[src/rtl/spi_nor_flash_target_pkg.sv]
// Shared types and constants for the SPI NOR flash READ responder.
// The JEDEC ID constants only take effect when SPI_NOR_TARGET_JEDEC_ID_EN is defined.
package spi_nor_target_pkg;

  typedef enum logic [2:0] {
    ST_IDLE,
    ST_CMD,
    ST_ADDR,
    ST_DATA,
    ST_ID,
    ST_IGNORE
  } state_t;

  localparam logic [7:0]  OPC_READ  = 8'h03;
  localparam logic [7:0]  OPC_JEDEC = 8'h9F;
  localparam logic [23:0] JEDEC_ID  = 24'hEF4018;

endpackage

[src/rtl/spi_nor_flash_target_sync.sv]
// Multi-flop synchronizer for one asynchronous SPI pin, with rise/fall detect
// on the synchronized value. The chain clears to 0 on reset.
module spi_nor_target_sync #(
  parameter int SYNC_STAGES = 2
) (
  input  logic clk,
  input  logic resetn,
  input  logic din,
  output logic q,
  output logic rise,
  output logic fall
);

  logic [SYNC_STAGES-1:0] chain;
  logic                   q_d;

  always_ff @(posedge clk) begin
    if (!resetn) begin
      chain <= '0;
      q_d   <= 1'b0;
    end else begin
      chain <= {chain[SYNC_STAGES-2:0], din};
      q_d   <= chain[SYNC_STAGES-1];
    end
  end

  assign q    = chain[SYNC_STAGES-1];
  assign rise = q & ~q_d;
  assign fall = ~q & q_d;

endmodule

[src/rtl/spi_nor_flash_target.sv]
// SPI mode-0 NOR flash responder answering READ (0x03) from a byte-wide memory port.
// Define SPI_NOR_TARGET_JEDEC_ID_EN to also answer JEDEC ID (0x9F).
module spi_nor_flash_target
  import spi_nor_target_pkg::*;
#(
  parameter int SYNC_STAGES = 2,
  parameter int ADDR_W      = 24
) (
  input  logic              clk,
  input  logic              resetn,
  input  logic              spi_cs,
  input  logic              spi_sclk,
  input  logic              spi_mosi,
  output logic              spi_miso,
  output logic              mem_rd_en,
  output logic [ADDR_W-1:0] mem_addr,
  input  logic [7:0]        mem_rdata,
  output logic              busy,
  output logic              bad_cmd
);

  logic cs_s, cs_rise, cs_fall;
  logic sclk_s, sclk_rise, sclk_fall;
  logic mosi_s;

  spi_nor_target_sync #(.SYNC_STAGES(SYNC_STAGES)) u_sync_cs (
    .clk(clk), .resetn(resetn), .din(spi_cs), .q(cs_s), .rise(cs_rise), .fall(cs_fall)
  );
  spi_nor_target_sync #(.SYNC_STAGES(SYNC_STAGES)) u_sync_sclk (
    .clk(clk), .resetn(resetn), .din(spi_sclk), .q(sclk_s), .rise(sclk_rise), .fall(sclk_fall)
  );
  spi_nor_target_sync #(.SYNC_STAGES(SYNC_STAGES)) u_sync_mosi (
    .clk(clk), .resetn(resetn), .din(spi_mosi), .q(mosi_s), .rise(), .fall()
  );

  state_t      state, state_n;
  logic [2:0]  bit_cnt;
  logic [4:0]  addr_cnt;
  logic [23:0] rx;
  logic [7:0]  tx_sr, next_sr;
  logic        rd_en_p1, reload, armed;
  logic [7:0]  opcode;
  logic [23:0] rx_next;

  assign opcode  = {rx[6:0], mosi_s};
  assign rx_next = {rx[22:0], mosi_s};
  // Until CS has been seen high once, a low CS belongs to a frame abandoned by reset.
  assign busy    = armed & ~cs_s;

  always_ff @(posedge clk) begin
    if (!resetn) state <= ST_IDLE;
    else         state <= state_n;
  end

  always_comb begin
    state_n = state;
    if (cs_s) begin
      state_n = ST_IDLE;
    end else begin
      case (state)
        ST_IDLE: if (cs_fall) state_n = ST_CMD;
        ST_CMD: begin
          if (sclk_rise && bit_cnt == 3'd0) begin
            if (opcode == OPC_READ) state_n = ST_ADDR;
`ifdef SPI_NOR_TARGET_JEDEC_ID_EN
            else if (opcode == OPC_JEDEC) state_n = ST_ID;
`endif
            else state_n = ST_IGNORE;
          end
        end
        ST_ADDR: if (rd_en_p1) state_n = ST_DATA;
        default: ;
      endcase
    end
  end

  always_ff @(posedge clk) begin
    if (!resetn) begin
      spi_miso  <= 1'b0;
      mem_rd_en <= 1'b0;
      mem_addr  <= '0;
      bad_cmd   <= 1'b0;
      rd_en_p1  <= 1'b0;
      reload    <= 1'b0;
      armed     <= 1'b0;
      bit_cnt   <= '0;
      addr_cnt  <= '0;
      rx        <= '0;
      tx_sr     <= '0;
      next_sr   <= '0;
    end else begin
      mem_rd_en <= 1'b0;
      bad_cmd   <= 1'b0;
      rd_en_p1  <= mem_rd_en;
      if (cs_rise) armed <= 1'b1;
      if (cs_s) begin
        spi_miso <= 1'b0;
        rd_en_p1 <= 1'b0;
        reload   <= 1'b0;
      end else begin
        case (state)
          ST_IDLE: begin
            if (cs_fall) begin
              bit_cnt  <= 3'd7;
              spi_miso <= 1'b0;
            end
          end
          ST_CMD: begin
            if (sclk_rise) begin
              rx      <= rx_next;
              bit_cnt <= bit_cnt - 3'd1;
              if (bit_cnt == 3'd0) begin
                if (opcode == OPC_READ) addr_cnt <= 5'd23;
`ifdef SPI_NOR_TARGET_JEDEC_ID_EN
                else if (opcode == OPC_JEDEC) rx <= JEDEC_ID;
`endif
                else bad_cmd <= 1'b1;
              end
            end
          end
          ST_ADDR: begin
            if (sclk_rise) begin
              rx       <= rx_next;
              addr_cnt <= addr_cnt - 5'd1;
              if (addr_cnt == 5'd0) begin
                mem_addr  <= rx_next[ADDR_W-1:0];
                mem_rd_en <= 1'b1;
              end
            end
            if (rd_en_p1) begin
              tx_sr   <= mem_rdata;
              bit_cnt <= 3'd7;
              reload  <= 1'b0;
            end
          end
          ST_DATA: begin
            // Prefetched byte waits in next_sr until the fall that starts the next byte.
            if (rd_en_p1) next_sr <= mem_rdata;
            if (sclk_fall) begin
              if (reload) begin
                spi_miso <= next_sr[7];
                tx_sr    <= {next_sr[6:0], 1'b0};
                reload   <= 1'b0;
              end else begin
                spi_miso <= tx_sr[7];
                tx_sr    <= {tx_sr[6:0], 1'b0};
              end
              bit_cnt <= bit_cnt - 3'd1;
              if (bit_cnt == 3'd0) begin
                mem_addr  <= mem_addr + ADDR_W'(1);
                mem_rd_en <= 1'b1;
                reload    <= 1'b1;
              end
            end
          end
`ifdef SPI_NOR_TARGET_JEDEC_ID_EN
          ST_ID: begin
            if (sclk_fall) begin
              spi_miso <= rx[23];
              rx       <= {rx[22:0], 1'b0};
            end
          end
`endif
          ST_IGNORE: spi_miso <= 1'b0;
          default: ;
        endcase
      end
    end
  end

endmodule

[config.mk]
export PLATFORM = sky130hd
export DESIGN_NAME = spi_nor_flash_target
export DESIGN_NICKNAME = d
export VERILOG_FILES = /design/src/rtl/spi_nor_flash_target_pkg.sv /design/src/rtl/spi_nor_flash_target_sync.sv /design/src/rtl/spi_nor_flash_target.sv
export SDC_FILE = /design/constraint.sdc
export NUM_CORES = 1
export LEC_CHECK = 0
export ABC_AREA = 1
export CORE_MARGIN = 2
export CORE_UTILIZATION = 55
export CTS_CLUSTER_SIZE = 24
export DETAILED_ROUTE_END_ITERATION = 12
export PLACE_DENSITY = 0.77
export RECOVER_POWER = 100
export SKIP_LAST_GASP = 1
export SLEW_MARGIN = 20
export SYNTH_ARGS = -nofsm -noshare
export SYNTH_HDL_FRONTEND = slang
export SYNTH_SLANG_ARGS = --single-unit
export TNS_END_PERCENT = 50
[constraint.sdc]
create_clock -name clk -period 3.85 [get_ports clk]
set_input_delay 0.9625 -clock clk [delete_from_list [all_inputs] [get_ports clk]]
set_output_delay 0.9625 -clock clk [all_outputs]
set_load 0.005 [all_outputs]
==> results.json, run 1 <==
{
  "cts-hold-fix-buffers": 0,
  "hold_violations": 0,
  "ant_nets": 0,
  "finalSetupViolCount": 0,
  "drtIter0Drc": 339,
  "synth_area_sq_um": 4480,
  "worstReg2RegStart": "state[1]",
  "period_minus_slack_ns": 2.86,
  "antenna_cells": 0,
  "status": "finished, final reports clean",
  "cap_violations": 0,
  "cts_setup_buffers": 0,
  "skew_ns": 0.0164,
  "start_util_pct": 57.4,
  "fin_ws_ns": 0.985,
  "tightest_slew_ns": 1.02,
  "setup_tns_ns": 0,
  "antenna_found_initial": 0,
  "min-delay-start": "u_sync_mosi.chain[0]",
  "p_leak_uw": 0.00203,
  "die_h_microns": 94.3,
  "final_nets": 726,
  "syn_inst": 682,
  "start_kind": "flip-flop",
  "grtUsageMet2_pct": 37.7,
  "ys.flop_type": "dfxtp_1",
  "fill_cells": 721,
  "max_freq_mhz": 349,
  "slew_viol_final": 0,
  "hpwl_microns": 7300,
  "hold_depth": 2,
  "ir_worst_vdd_uv": 293,
  "dieWidth_microns": 94.3,
  "firstDrtPassIters": 5,
  "area_growth_syn_to_layout_pct": 11.6,
  "yosysMostFrequentCell": "nand2_1",
  "grt.busiest_layer": "met2",
  "layout-drive-gt1-share_pct": 5.34,
  "final.period_utilization_pct": 74.4,
  "slowest_delay_ns": 0.87,
  "clk_pin_slew_ns": 0.08,
  "die_area_sq_um": 8890,
  "yosysSeqAreaShare_pct": 39.3,
  "grt-ovfl-total": 0,
  "post_synth.cell_area_avg_sq_um": 6.58,
  "h-tree-depth": 3,
  "synth_top_cell_area_share_pct": 39.3,
  "ys_top_cells_by_count": "nand2_1, nor2_1, dfxtp_1, inv_1, o21ai_0",
  "cts_made_buffers": 9,
  "critPathKind": "flip-flop to flip-flop",
  "cp.required_ns": 4.06,
  "rows": 32,
  "via_per_inst": 5.35,
  "rr_worst_depth": 7,
  "critical_path.most_common_cell": "nand2_1",
  "drc": 0,
  "rsz0062_at_grt": "no",
  "clk-insertion-delay-late_ns": 0.35,
  "arrival_ns": 3.08,
  "grt_pass1_wl_microns": 17500,
  "grtUsageMet3_pct": 3.69,
  "power_density_nw_per_um2": 495,
  "worstPathMaxFanout": 28,
  "multi_input_area_sq_um": 2220,
  "place.port_buffers": 40,
  "crit_path_end_kind": "flip-flop",
  "async_flop_share_pct": 0,
  "synth_edf_count": 0,
  "vias": 4354,
  "ff_latch_area_sq_um": 1760,
  "slew_headroom_pct": 31.5,
  "ys_top_cells_by_area": "dfxtp_1, nand2_1, nor2_1",
  "clockRootBuffer": "clkbuf_8",
  "pin_count": 41,
  "grt_usage_pct": 24.9,
  "crit_slowest_cell": "clkinvlp_2",
  "hold_path_class": "flip-flop to flip-flop",
  "wl_per_cell_microns": 12.8,
  "drt_wl_total_microns": 10400,
  "ys_warn_count": 0,
  "place_congestion": 0.886,
  "cts_tree": "yes",
  "yosysTopAreaCell": "dfxtp_1",
  "syn-num-nets": 699,
  "use_met1_pct": 36.6,
  "path_cells": "inv_2 > nand2_1 > nand2_1 > nand3_1 > clkinvlp_2 > o21ai_0 > a21oi_1",
  "preCtsSetupSlack_ns": 1.51,
  "grt_max_degree": 65,
  "numClockSinks": 88,
  "grt_pass1_vias": 3776,
  "cts_resized": 0,
  "clk_path_buf_depth": 2,
  "ys_types": 40,
  "core_area_sq_um": 7810,
  "critPathLaunch": "state[1]",
  "ys_seq_elements": 88
}
final timing paths:
check | to | slack (ns)
setup reg to reg | rx[2] | 0.99
hold reg to reg | u_sync_mosi.chain[1] | 0.42
setup / recovery | rx[2] | 0.99
hold / removal | u_sync_mosi.chain[1] | 0.42
worst max-delay path: cells and delay by family, from the launching register on:
family,cells,cell delay [ns]
flops,1,0.46
compound gates,2,0.44
simple gates,3,0.84
buf+inv,2,0.99
final cells by class:
type | instances | share of cell area (%)
clock buffers | 11 | 2.83
multi-input cells | 489 | 44.4
well taps | 102 | 2.55
flip-flops and latches | 88 | 35.2
repair buffers | 41 | 8.03
clock inverters | 3 | 0.875
inverters | 80 | 6.05
power breakdown:
part	total (uW)	internal, uW	switching, uW
Combinational	720	268	451
Sequential	1140	1030	111
Clock	617	311	306
flip-flops by register name (all words and copies together) (netlist names):
signal,count
addr_cnt,5
bad_cmd,1
spi_miso,1
mem_rd_en,1
mem_addr,24
next_sr,8
reload,1
u_sync_cs.chain,2
tx_sr,8
u_sync_sclk.chain,2
bit_cnt,3
u_sync_sclk.q_d,1
rd_en_p1,1
state,3
u_sync_cs.q_d,1
u_sync_mosi.chain,2
armed,1
rx,23
cell usage in the layout (no fill, tap or decap), types with 10 or more instances in the layout:
| cell type | n |
|---|---|
| inv_1 | 73 |
| a21oi_1 | 51 |
| clkdlybuf4s50_1 | 11 |
| clkbuf_8 | 10 |
| nor2_1 | 117 |
| nand2_1 | 165 |
| o21ai_0 | 75 |
| nand3_1 | 41 |
| dlygate4sd3_1 | 28 |
| dfxtp_1 | 88 |
stage by stage:
stage,utilization (%),power (uW),hold slack [ns],area [sq um],cells
5_1_grt,64.1,2650,0.443,5000,814
3_5_place_dp,62.5,1920,0.403,4880,800
3_3_place_gp,62.5,1890,0.396,4880,800
4_1_cts,64.8,2530,0.422,5060,814
6_report,64.1,2480,0.422,5000,814
2_1_floorplan,-,1710,0.390,4480,682
metal layers:
metal,up-vias,part of all wire (%),wire (microns)
met3,12,6.3,659
met4,0,1.1,109
met2,149,44,4550
li1,2209,-,-
met1,1984,49,5060
met5,-,0,0
logic make-up after synthesis:
group	count (synthesis)	share of synthesized area (%)
AO/OA/AOI/OAI	135	15.5
XOR/XNOR	3	0.586
adder cells (fa/ha/maj)	4	1.12
buffers and inverters	105	9.85
flip-flops	88	39.3
AND/OR/NAND/NOR	347	33.6
Note: power is estimated with default switching activity, not from simulation.
==> run 2, diff against run 1 <==
==> constraint.sdc (replaced) <==
create_clock -name clk -period 2.78 [get_ports clk]
set_input_delay 0.695 -clock clk [delete_from_list [all_inputs] [get_ports clk]]
set_output_delay 0.695 -clock clk [all_outputs]
set_load 0.005 [all_outputs]
==> run 2 against run 1 <==
- fmax is 25% higher
- critical path depth did not move
- clock power up 51%
- flip-flop and latch count unchanged
- die area unchanged
- worst hold slack gained 0.0028 ns
- cell area rose by 1.2%
- sequential share of layout area is 0.40 points lower
- clock-buffer cell count is 2 lower
- critical endpoint is now next_sr[7]
- highest routed layer unchanged
==> results.json, run 2 (synthesis results as in run 1) <==
{
  "place_congestion": 0.895,
  "drc": 0,
  "cp.required_ns": 3.05,
  "final_nets": 728,
  "fill_cells": 750,
  "cap_violations": 0,
  "clk_path_buf_depth": 2,
  "h-tree-depth": 3,
  "start_kind": "flip-flop",
  "wl_per_cell_microns": 13.3,
  "layout-drive-gt1-share_pct": 7.26,
  "arrival_ns": 2.57,
  "pin_count": 41,
  "antenna_cells": 0,
  "routedLengthMet1_microns": 5410,
  "grt_pass1_wl_microns": 18100,
  "rsz0062_at_grt": "no",
  "antenna_found_initial": 0,
  "die_h_microns": 94.3,
  "crit_slowest_cell": "nor3_1",
  "place.port_buffers": 40,
  "route.met2.wl_microns": 4720,
  "area_growth_syn_to_layout_pct": 12.8,
  "grt_max_degree": 51,
  "cts-hold-fix-buffers": 0,
  "final.period_utilization_pct": 82.7,
  "critical_path.most_common_cell": "nor2_1",
  "wl_met3_microns": 633,
  "grt_usage_pct": 25.7,
  "slew_headroom_pct": 16.7,
  "ant_nets": 0,
  "finish.utilization_pct": 64.8,
  "tightest_slew_ns": 1.25,
  "hold_path_class": "flip-flop to flip-flop",
  "top_layer_used": "met4",
  "via_per_inst": 5.29,
  "ir_worst_vdd_uv": 343,
  "finalSetupViolCount": 0,
  "max_freq_mhz": 435,
  "die_area_sq_um": 8890,
  "reg_top3": "mem_addr (24), rx (23)",
  "status": "finished, final reports clean",
  "power_density_nw_per_um2": 700,
  "hold_violations": 0,
  "crit_path_end_kind": "flip-flop",
  "dieWidth_microns": 94.3,
  "path_cells": "inv_2 > nor2_4 > nand2_4 > nor3_1 > inv_1 > nor2_1 > nor2_1",
  "hpwl_microns": 7650,
  "largest_reg_flops": 24,
  "cts_tree": "yes",
  "top_register": "mem_addr",
  "regToRegSetupSlack_ns": 0.48,
  "p_leak_uw": 0.00205,
  "final_common_cell": "nand2_1",
  "cts_setup_buffers": 0,
  "setup_tns_ns": 0,
  "firstDrtPassIters": 5,
  "slew_viol_final": 0,
  "vias": 4329,
  "critPathKind": "flip-flop to flip-flop",
  "clockRootBuffer": "clkbuf_8",
  "clk_pin_slew_ns": 0.10,
  "ff_latch_area_sq_um": 1760,
  "cts_resized": 0,
  "multi_input_area_sq_um": 2250,
  "drt_wl_total_microns": 10900,
  "core_area_sq_um": 7810,
  "start_util_pct": 57.4,
  "slowest_delay_ns": 0.76,
  "worstPathMaxFanout": 28,
  "final_cell_mix": "nand2_1, nor2_1, dfxtp_1",
  "rows": 32,
  "period_minus_slack_ns": 2.30,
  "numClockSinks": 88,
  "clk-insertion-delay-late_ns": 0.37,
  "grt_pass1_vias": 3820,
  "cts_made_buffers": 9,
  "drtIter0Drc": 301,
  "skew_ns": 0.00897,
  "grt-ovfl-total": 0
}
==> run 2: worst max-delay path: cells and delay by family, from the launching register on <==
family	cells	cell delay, ns
AND/OR/NAND/NOR	5	1.35
flip-flops	1	0.41
buffers and inverters	2	0.43
==> run 2: cell type report <==
class,count,area share [%]
clock buffers,9,2.45
clock inverters,7,1.48
inverters,80,6.01
multi-input cells,489,44.5
flip-flops and latches,88,34.8
well taps,102,2.52
repair buffers,43,8.18
==> run 2: metal layers <==
layer / vias to the layer above / track usage (%)
met5: - / 0
met4: 0 / 7.37
met3: 11 / 2.73
met2: 127 / 38.7
met1: 1974 / 38.8
li1: 2217 / -
==> run 2: where the power goes <==
| part | switching [uW] | total (uW) | internal, uW |
|---|---|---|---|
| clock network | 506 | 931 | 426 |
| registers | 161 | 1580 | 1420 |
| logic | 649 | 1030 | 379 |
==> run 2: per-stage QoR <==
step | total power (uW) | instance area, sq um | setup WS [ns] | instances | hold slack, ns
finish | 3540 | 5060 | 0.481 | 818 | 0.425
global route | 3780 | 5060 | 0.320 | 818 | 0.452
CTS | 3590 | 5090 | 0.677 | 818 | 0.425
detailed placement | 2680 | 4890 | 0.774 | 802 | 0.404
global placement | 2640 | 4890 | 0.811 | 802 | 0.398
floorplan | 2360 | 4480 | 1.34 | 682 | 0.390
==> run 2: final timing paths <==
path	cells past startpoint	endpoint	startpoint
worst max-delay path	7	next_sr[7]	state[0]
worst min-delay path	2	u_sync_mosi.chain[1]	u_sync_mosi.chain[0]
worst max register to register	7	next_sr[7]	state[0]
worst min register to register	2	u_sync_mosi.chain[1]	u_sync_mosi.chain[0]
